===== src/rtl/exec_cc_unit_pkg.sv =====
// Shared constants for the execute-stage condition-code unit:
// instruction codes, condition function codes, register and status encodings.
package exec_cc_unit_pkg;

  localparam logic [3:0] icode_nop  = 4'h1;
  localparam logic [3:0] icode_cmov = 4'h2;
  localparam logic [3:0] icode_jxx  = 4'h7;

  localparam logic [3:0] c_yes = 4'd0;
  localparam logic [3:0] c_le  = 4'd1;
  localparam logic [3:0] c_l   = 4'd2;
  localparam logic [3:0] c_e   = 4'd3;
  localparam logic [3:0] c_ne  = 4'd4;
  localparam logic [3:0] c_ge  = 4'd5;
  localparam logic [3:0] c_g   = 4'd6;

  localparam logic [3:0] rnone    = 4'hF;
  localparam logic [2:0] stat_aok = 3'd1;

  // CC bit order is {ZF,SF,OF}; reset leaves "result was zero".
  localparam logic [2:0] cc_reset = 3'b100;

endpackage


===== src/rtl/exec_cc_unit_cond_eval.sv =====
// Purely combinational branch/cmov condition evaluation from a {ZF,SF,OF} flag set.
module cond_eval
  import exec_cc_unit_pkg::*;
(
  input  logic [2:0] cc,
  input  logic [3:0] ifun,
  output logic       cnd
);

  logic zf, sf, of;

  assign zf = cc[2];
  assign sf = cc[1];
  assign of = cc[0];

  always_comb begin
    cnd = 1'b0;
    case (ifun)
      c_yes:   cnd = 1'b1;
      c_le:    cnd = (sf ^ of) | zf;
      c_l:     cnd = sf ^ of;
      c_e:     cnd = zf;
      c_ne:    cnd = ~zf;
      c_ge:    cnd = ~(sf ^ of);
      c_g:     cnd = ~(sf ^ of) & ~zf;
      default: cnd = 1'b0;
    endcase
  end

endmodule


===== src/rtl/exec_cc_unit.sv =====
// Execute stage: condition-code register, condition evaluation, cmov squash
// and the E/M pipeline register (stall > bubble > load).
module exec_cc_unit
  import exec_cc_unit_pkg::*;
#(
  parameter int W = 64
) (
  input  logic         clk,
  input  logic         rst_n,
  input  logic [2:0]   alu_cc,
  input  logic         set_cc,
  input  logic         exc_block,
  input  logic [3:0]   E_icode,
  input  logic [3:0]   E_ifun,
  input  logic [W-1:0] E_valE,
  input  logic [W-1:0] E_valA,
  input  logic [3:0]   E_dstE,
  input  logic [3:0]   E_dstM,
  input  logic [2:0]   E_stat,
  input  logic         M_stall,
  input  logic         M_bubble,
  output logic [2:0]   cc_q,
  output logic         e_cnd,
  output logic [3:0]   e_dstE,
  output logic [3:0]   M_icode,
  output logic         M_cnd,
  output logic [W-1:0] M_valE,
  output logic [W-1:0] M_valA,
  output logic [3:0]   M_dstE,
  output logic [3:0]   M_dstM,
  output logic [2:0]   M_stat
);

  // Condition uses the flags as they stand before this cycle's update.
  cond_eval u_cond_eval (
    .cc   (cc_q),
    .ifun (E_ifun),
    .cnd  (e_cnd)
  );

  assign e_dstE = ((E_icode == icode_cmov) && !e_cnd) ? rnone : E_dstE;

  always_ff @(posedge clk or negedge rst_n) begin
    if (!rst_n) begin
      cc_q <= cc_reset;
    end else if (set_cc && !exc_block) begin
      cc_q <= alu_cc;
    end
  end

  always_ff @(posedge clk or negedge rst_n) begin
    if (!rst_n) begin
      M_icode <= icode_nop;
      M_cnd   <= 1'b0;
      M_valE  <= '0;
      M_valA  <= '0;
      M_dstE  <= rnone;
      M_dstM  <= rnone;
      M_stat  <= stat_aok;
    end else if (!M_stall) begin
      if (M_bubble) begin
        M_icode <= icode_nop;
        M_cnd   <= 1'b0;
        M_valE  <= '0;
        M_valA  <= '0;
        M_dstE  <= rnone;
        M_dstM  <= rnone;
        M_stat  <= stat_aok;
      end else begin
        M_icode <= E_icode;
        M_cnd   <= e_cnd;
        M_valE  <= E_valE;
        M_valA  <= E_valA;
        M_dstE  <= e_dstE;
        M_dstM  <= E_dstM;
        M_stat  <= E_stat;
      end
    end
  end

endmodule


===== config.mk =====
export PLATFORM = sky130hd
export DESIGN_NAME = exec_cc_unit
export DESIGN_NICKNAME = d
export VERILOG_FILES = /design/src/rtl/exec_cc_unit_pkg.sv /design/src/rtl/exec_cc_unit_cond_eval.sv /design/src/rtl/exec_cc_unit.sv
export SDC_FILE = /design/constraint.sdc
export NUM_CORES = 1
export LEC_CHECK = 0
export CAP_MARGIN = 15
export CORE_ASPECT_RATIO = 1.25
export CORE_MARGIN = 4
export CORE_UTILIZATION = 41
export DETAILED_ROUTE_END_ITERATION = 10
export GPL_TIMING_DRIVEN = 0
export HOLD_SLACK_MARGIN = 0.06
export PLACE_DENSITY = 0.81
export SETUP_SLACK_MARGIN = 0.5
export SLEW_MARGIN = 20
export SYNTH_ARGS = -nofsm -noshare
export SYNTH_HDL_FRONTEND = slang
export SYNTH_SLANG_ARGS = --single-unit

===== constraint.sdc =====
create_clock -name clk -period 1.8 [get_ports clk]
set_input_delay 0.36 -clock clk [delete_from_list [all_inputs] [get_ports clk]]
set_output_delay 0.36 -clock clk [all_outputs]
set_load 0.005 [all_outputs]

# After elaboration in Yosys (flattened, before gate mapping)
# Cells that the tools add are included.
dict set report word_totals {
  romBits 0
  latch_bits 0
  out_inout_bits 152
  input_bits 156
  mem_count 0
  reg_bits 147
  mem_bits_rw 0
  wordCells 34
}
dict set report classes {
  magnitude_cmp 0
  n_mul 0
  n_div 0
  mux 9
  n_reduce_logical 5
  add_sub_neg 0
  bitwise 5
  shift 0
  n_eq_ne 7
}
# operator n
set ops {}
lappend ops {{64-bit two-way mux} 2}
lappend ops {{4-bit two-way mux} 4}
lappend ops {{4-bit by 2-bit == test with 1-bit output, second input constant} 3}
lappend ops {{4-bit by 3-bit == test with 1-bit output, second input constant} 3}
lappend ops {{1-bit case mux with 7 select lines} 1}
lappend ops {{4-bit by 1-bit == test with 1-bit output, second input constant} 1}
lappend ops {{4-bit zero test} 1}
lappend ops {{3-bit two-way mux} 1}
lappend ops {{1-bit logical AND} 2}
lappend ops {{1-bit zero test} 2}
lappend ops {{1-bit NOT} 2}
lappend ops {{1-bit bitwise AND} 1}
lappend ops {{1-bit two-way mux} 1}
lappend ops {{1-bit OR} 1}
lappend ops {{1-bit XOR} 1}

# Longest topological paths before layout
# Gate-level depths: netlist of the first run.
dict set report depth {
  depth_word 8
  depth_mapped 5
  ltp_nobuf 4
}

# Cells and area by module
# Synthesis of the first run repeated with hierarchy kept, for this count alone.
dict set report hier_totals {
  hier_cells 647
  area_unflattened_um2 6216.0
}
# module cells_each seq_area_each_um2 n_inst area_per_inst_um2
set by_module_without_submodules {}
lappend by_module_without_submodules {exec_cc_unit 637 3692.3 1 6134.6}
lappend by_module_without_submodules {cond_eval 10 0.0 1 81.3}

# Worst setup path after synthesis of the first run
# OpenSTA, ideal clock, no wires.
dict set report synth_timing {
  path_kind {reg-to-output}
  from {register cc_q[2]}
  to {output e_dstE[0]}
  slack_ns 0.132
  path_buffers 0
  t_required_ns 1.440
  arrival_ns 1.308
  stages_incl_launch_ff 5
  cell_sequence {dfstp_2 -> nor2b_1 -> o211a_1 -> o31ai_4 -> nand2b_1}
}
dict set report synth_via {
  elab_chain_cells 6
  elab_cells_between_ends 7
  cone_classes {mux: 2; bitwise: 3; reduce/logical: 2}
}
# item line
set synth_lines {}
lappend synth_lines {{start: declaration} exec_cc_unit.sv:22} ;# output logic [2:0] cc_q,
lappend synth_lines {{start signal: assignment} exec_cc_unit.sv:45} ;# cc_q <= cc_reset;
lappend synth_lines {{start signal: assignment} exec_cc_unit.sv:47} ;# cc_q <= alu_cc;
lappend synth_lines {{1-bit NOT} {exec_cc_unit_cond_eval.sv:23, exec_cc_unit_cond_eval.sv:25}}
lappend synth_lines {{1-bit bitwise AND} exec_cc_unit_cond_eval.sv:25} ;# c_g: cnd = ~(sf ^ of) & ~zf;
lappend synth_lines {{1-bit case mux with 7 select lines *} exec_cc_unit_cond_eval.sv:18} ;# case (ifun)
lappend synth_lines {{1-bit zero test *} exec_cc_unit.sv:41} ;# assign e_dstE = ((E_icode == icode_cmov) && !e_cnd) ? rnone : E_dstE;
lappend synth_lines {{1-bit logical AND *} exec_cc_unit.sv:41}
lappend synth_lines {{4-bit two-way mux *} exec_cc_unit.sv:41}
lappend synth_lines {{end: declaration} exec_cc_unit.sv:24} ;# output logic [3:0] e_dstE,
# Mark *: on every way between the ends. The rest lies on a longest branch, timed or not.

# Worst setup path in the final report of the first run
dict set report layout_timing {
  from {register cc_q[2]}
  to {output e_dstE[2]}
}
# Same word-level chain as after synthesis.

==> results of run 1 <==
==> final cells by class <==
class	instances	share of cell area, %
Timing Repair Buffer	395	30.5
Clock buffer	20	4.46
Tap cell	182	2.22
Clock inverter	12	1.65
Sequential cell	147	36.1
Inverter	1	0.0367
Multi-Input combinational cell	450	23.2
Buffer	48	1.89
==> worst max-delay path: stages, from the launching register on <==
cell and delay [ns]:
dfstp_2 0.57, nor2b_2 0.06, a21o_1 0.21, o31ai_4 0.27, buf_12 0.14, buf_6 0.10, nand2b_1 0.05, buf_2 0.12
==> layer usage <==
| metal | wire (um) | track usage (%) | up-vias | share of wire (%) |
|---|---|---|---|---|
| met2 | 10500 | 41.1 | 249 | 50 |
| met4 | 730 | 10.4 | 0 | 3.5 |
| met5 | 0 | 0 | - | 0 |
| li1 | - | - | 2907 | - |
| met3 | 1520 | 6.84 | 45 | 7.3 |
| met1 | 8170 | 27.2 | 2822 | 39 |
==> sequential cells by signal, indices dropped and copies added (netlist names) <==
signal and flops:
cc_q 3, M_icode 4, M_stat 3, M_valA 64, M_dstM 4, M_dstE 4
M_valE 64, M_cnd 1
==> path summary, 6_finish.rpt <==
path                         endpoint  slack [ns]        from  depth (start not counted)
setup / recovery            e_dstE[2]       -0.49     cc_q[2]                          7
hold / removal              M_valA[1]       -0.09       rst_n                          1
setup reg to reg            M_dstE[0]        0.20     cc_q[2]                          7
hold reg to reg            M_valA[14]        0.48  M_valA[14]                          2
max in group asynchronous     cc_q[2]        1.07       rst_n                          2
min in group clk           M_valA[14]        0.48  M_valA[14]                          2
==> layout by cell type, fill, tap and decap left out, types with 2 or more instances in the layout <==
master | netlist | final
clkdlybuf4s50_1 | 0 | 151
buf_2 | 7 | 145
nand2_1 | 139 | 139
o21ai_0 | 138 | 138
nand2b_1 | 137 | 137
dfrtp_1 | 136 | 136
buf_4 | 0 | 81
clkbuf_1 | 24 | 22
buf_6 | 0 | 21
clkbuf_16 | 0 | 17
buf_1 | 17 | 16
dfstp_2 | 11 | 11
nor2_1 | 7 | 7
nor2b_1 | 7 | 6
a21oi_2 | 4 | 5
clkbuf_2 | 0 | 4
nor3_1 | 5 | 4
inv_6 | 0 | 4
mux2_2 | 3 | 3
bufinv_16 | 0 | 3
clkinv_4 | 0 | 2
clkinvlp_4 | 0 | 2
clkbuf_8 | 0 | 2
==> metrics by stage <==
| stage | area (um2) | TNS [ns] | setup slack [ns] | hold WS, ns | std cells |
|---|---|---|---|---|---|
| after global routing | 10200 | -2.41 | -0.553 | -0.0574 | 1255 |
| final | 10200 | -2.15 | -0.495 | -0.0856 | 1255 |
| after global placement | 9490 | -814.36 | -5.66 | 0.464 | 1133 |
| after detailed placement | 9520 | -5.69 | -1.01 | 0.361 | 1134 |
| after CTS | 9910 | -2.52 | -0.566 | -0.0815 | 1218 |
| after floorplan | 6210 | 0 | 0.132 | 0.0644 | 646 |
==> where the power goes <==
group	switching, mW	leakage (nW)	total, mW	internal, mW
clock network	1.49	0.300	3.78	2.29
registers	0.146	1.88	3.73	3.58
logic	0.669	2.73	1.59	0.920
total	2.30	4.91	9.10	6.79
==> what timing repair did <==
item | CTS | global route
hold endpoints to repair | 61 | 61
pin swaps | 4 | 3
gates resized for setup | 630 | 15
setup buffers | 52 | 37
setup endpoints to repair | 157 | 150
==> cell families after synthesis <==
logic type / count (synthesis)
mux: 4
simple gates: 296
compound gates: 149
xor+xnor: 1
buf+inv: 49
flops: 147
==> reports/results.tsv, run 1 <==
stage	metric	value	unit
routing	DRT iter0 DRCs	309	
synth	largest family of logic cells by synthesized area	simple AND/OR/NAND/NOR gates	
floorplanning	die width	118	um
timing	Setup Skew	0.00568	ns
worst_hold_path	Hold Crit Class	in2async	
synth	Net Count, Synth	802	
worst_setup_path	Critical Path Source Type	register	
synth	Synth Area in Adders	0	%
worst_setup_path	Arrival @ worst endpoint	1.93	ns
synth	Post-synth EDFFs	0	
synth	synthesized flop and latch total	147	
grt	Overflow after GRT	0	
timing	Period minus WS final	2.29	ns
clock_network	Num CTS Buffers	17	
worst_setup_path	Worst Setup End Kind	output pin	
synth	Avg Cell Area, Syn	9.61	um2
timing	Hold WS	-0.0856	ns
synth	post-synthesis mux area share	0.705	%
final_layout	area growth from synthesis to layout	64.8	%
power	power density cells	889	mW/mm2
worst_setup_path	CP max FO	4	
final_layout	Final #Nets	1216	
routing	via count	6023	
grt	first-pass GRT wire length	32.5	mm
clock_network	CTS tree	done	
floorplanning	Row Count	50	
synth	synthesized area	0.00621	mm2
timing	Slew HR	62.8	%
final_layout	layout cell share with drive strength beyond 1	29.0	%
place	port bufs	305	
timing	Final Hold Viols	61	
synth	top-count cell post-synth	nand2_1	
synth	Synth Area in XOR/XNOR	0.141	%
floorplanning	IO Count	308	
synth	Synth Warn #	0	
routing	Routed WL per cell	16.7	um
place	DP Wirelength	14.9	mm
power	leakage power	4.91	nW
synth	Netlist cell types	24	
routing	final WL	21.0	mm
place	final estimated routing congestion in global placement	0.798	
timing	worst-margin pin slew	0.558	ns
synth	Simple-Gate Fraction of Synth Area	23.9	%
clock_network	clk buf depth	2	
synth	synth top area cells	dfrtp_1 (55%), nand2b_1 (14%), o21ai_0 (11%)	
timing	crit share post-route	127	%
routing	vias per cell	4.80	
timing	Final Max Slew Viols	0	
synth	leading area contributor after synthesis	dfrtp_1	
routing	Final ANT Viol Nets	0	
final_layout	Diodes inserted	0	
synth	post-synthesis sequential area ratio	59.4	%
timing	Final Setup Violations	5	
clock_network	clock sink total	147	
floorplanning	die height	146	um
synth	Mapped Cells	646	
clock_network	CTS clock-pin slew for the worst setup and hold paths	0.06	ns
synth	FFs w/ async S/R, synth	100	%
final_layout	post-layout util	68.5	%
floorplanning	Die Area	0.0172	mm2
grt	vias in the first global route	6065	
power	total power draw	9.10	mW
worst_setup_path	type of the worst setup path	reg2out	
floorplanning	Initial Utilization	41.5	%
final_layout	multi-input combinational cell area	0.00237	mm2
clock_network	Clk Latency, worst-skew pair	0.41	ns
grt	initial antenna violation count	0	
timing	setup ws final	-0.495	ns
timing	fmax	436	MHz
timing	unrepaired setup endpoints after global routing	true	
synth	Synth Area in Compound Gates	12.7	%
grt	largest net degree at the start of global routing	77	
synth	most frequent cells after synthesis	nand2_1 (139), o21ai_0 (138), nand2b_1 (137), dfrtp_1 (136), clkbuf_1 (24)	
run_status	status	complete, but fails checks	
grt	gr usage total	23.7	%
run_status	violated checks	hold timing, setup timing	
synth	most common flop cell mapped by yosys	dfrtp_1	
worst_setup_path	Critical Path RT	1.44	ns
synth	share of the synthesized area in the top cell type	54.8	%
clock_network	Root Buffer	clkbuf_16	
routing	DRC	0	
final_layout	register area	0.00369	mm2
power	VDD IR max	509	uV
final_layout	Fillers	1186	
clock_network	H-tree levels	4	
routing	DRT Pass-1 Iters	5	
job	Max Cap Viol	0	
floorplanning	CORE AREA	0.0150	mm2
No activity file was read; power rests on OpenSTA's default activity.
==> inputs of run 2 (changes only) <==
- CTS_CLUSTER_SIZE: default -> 10
==> results of run 2 <==
No change in the layout: final DEF, timing and power equal those of run 1.
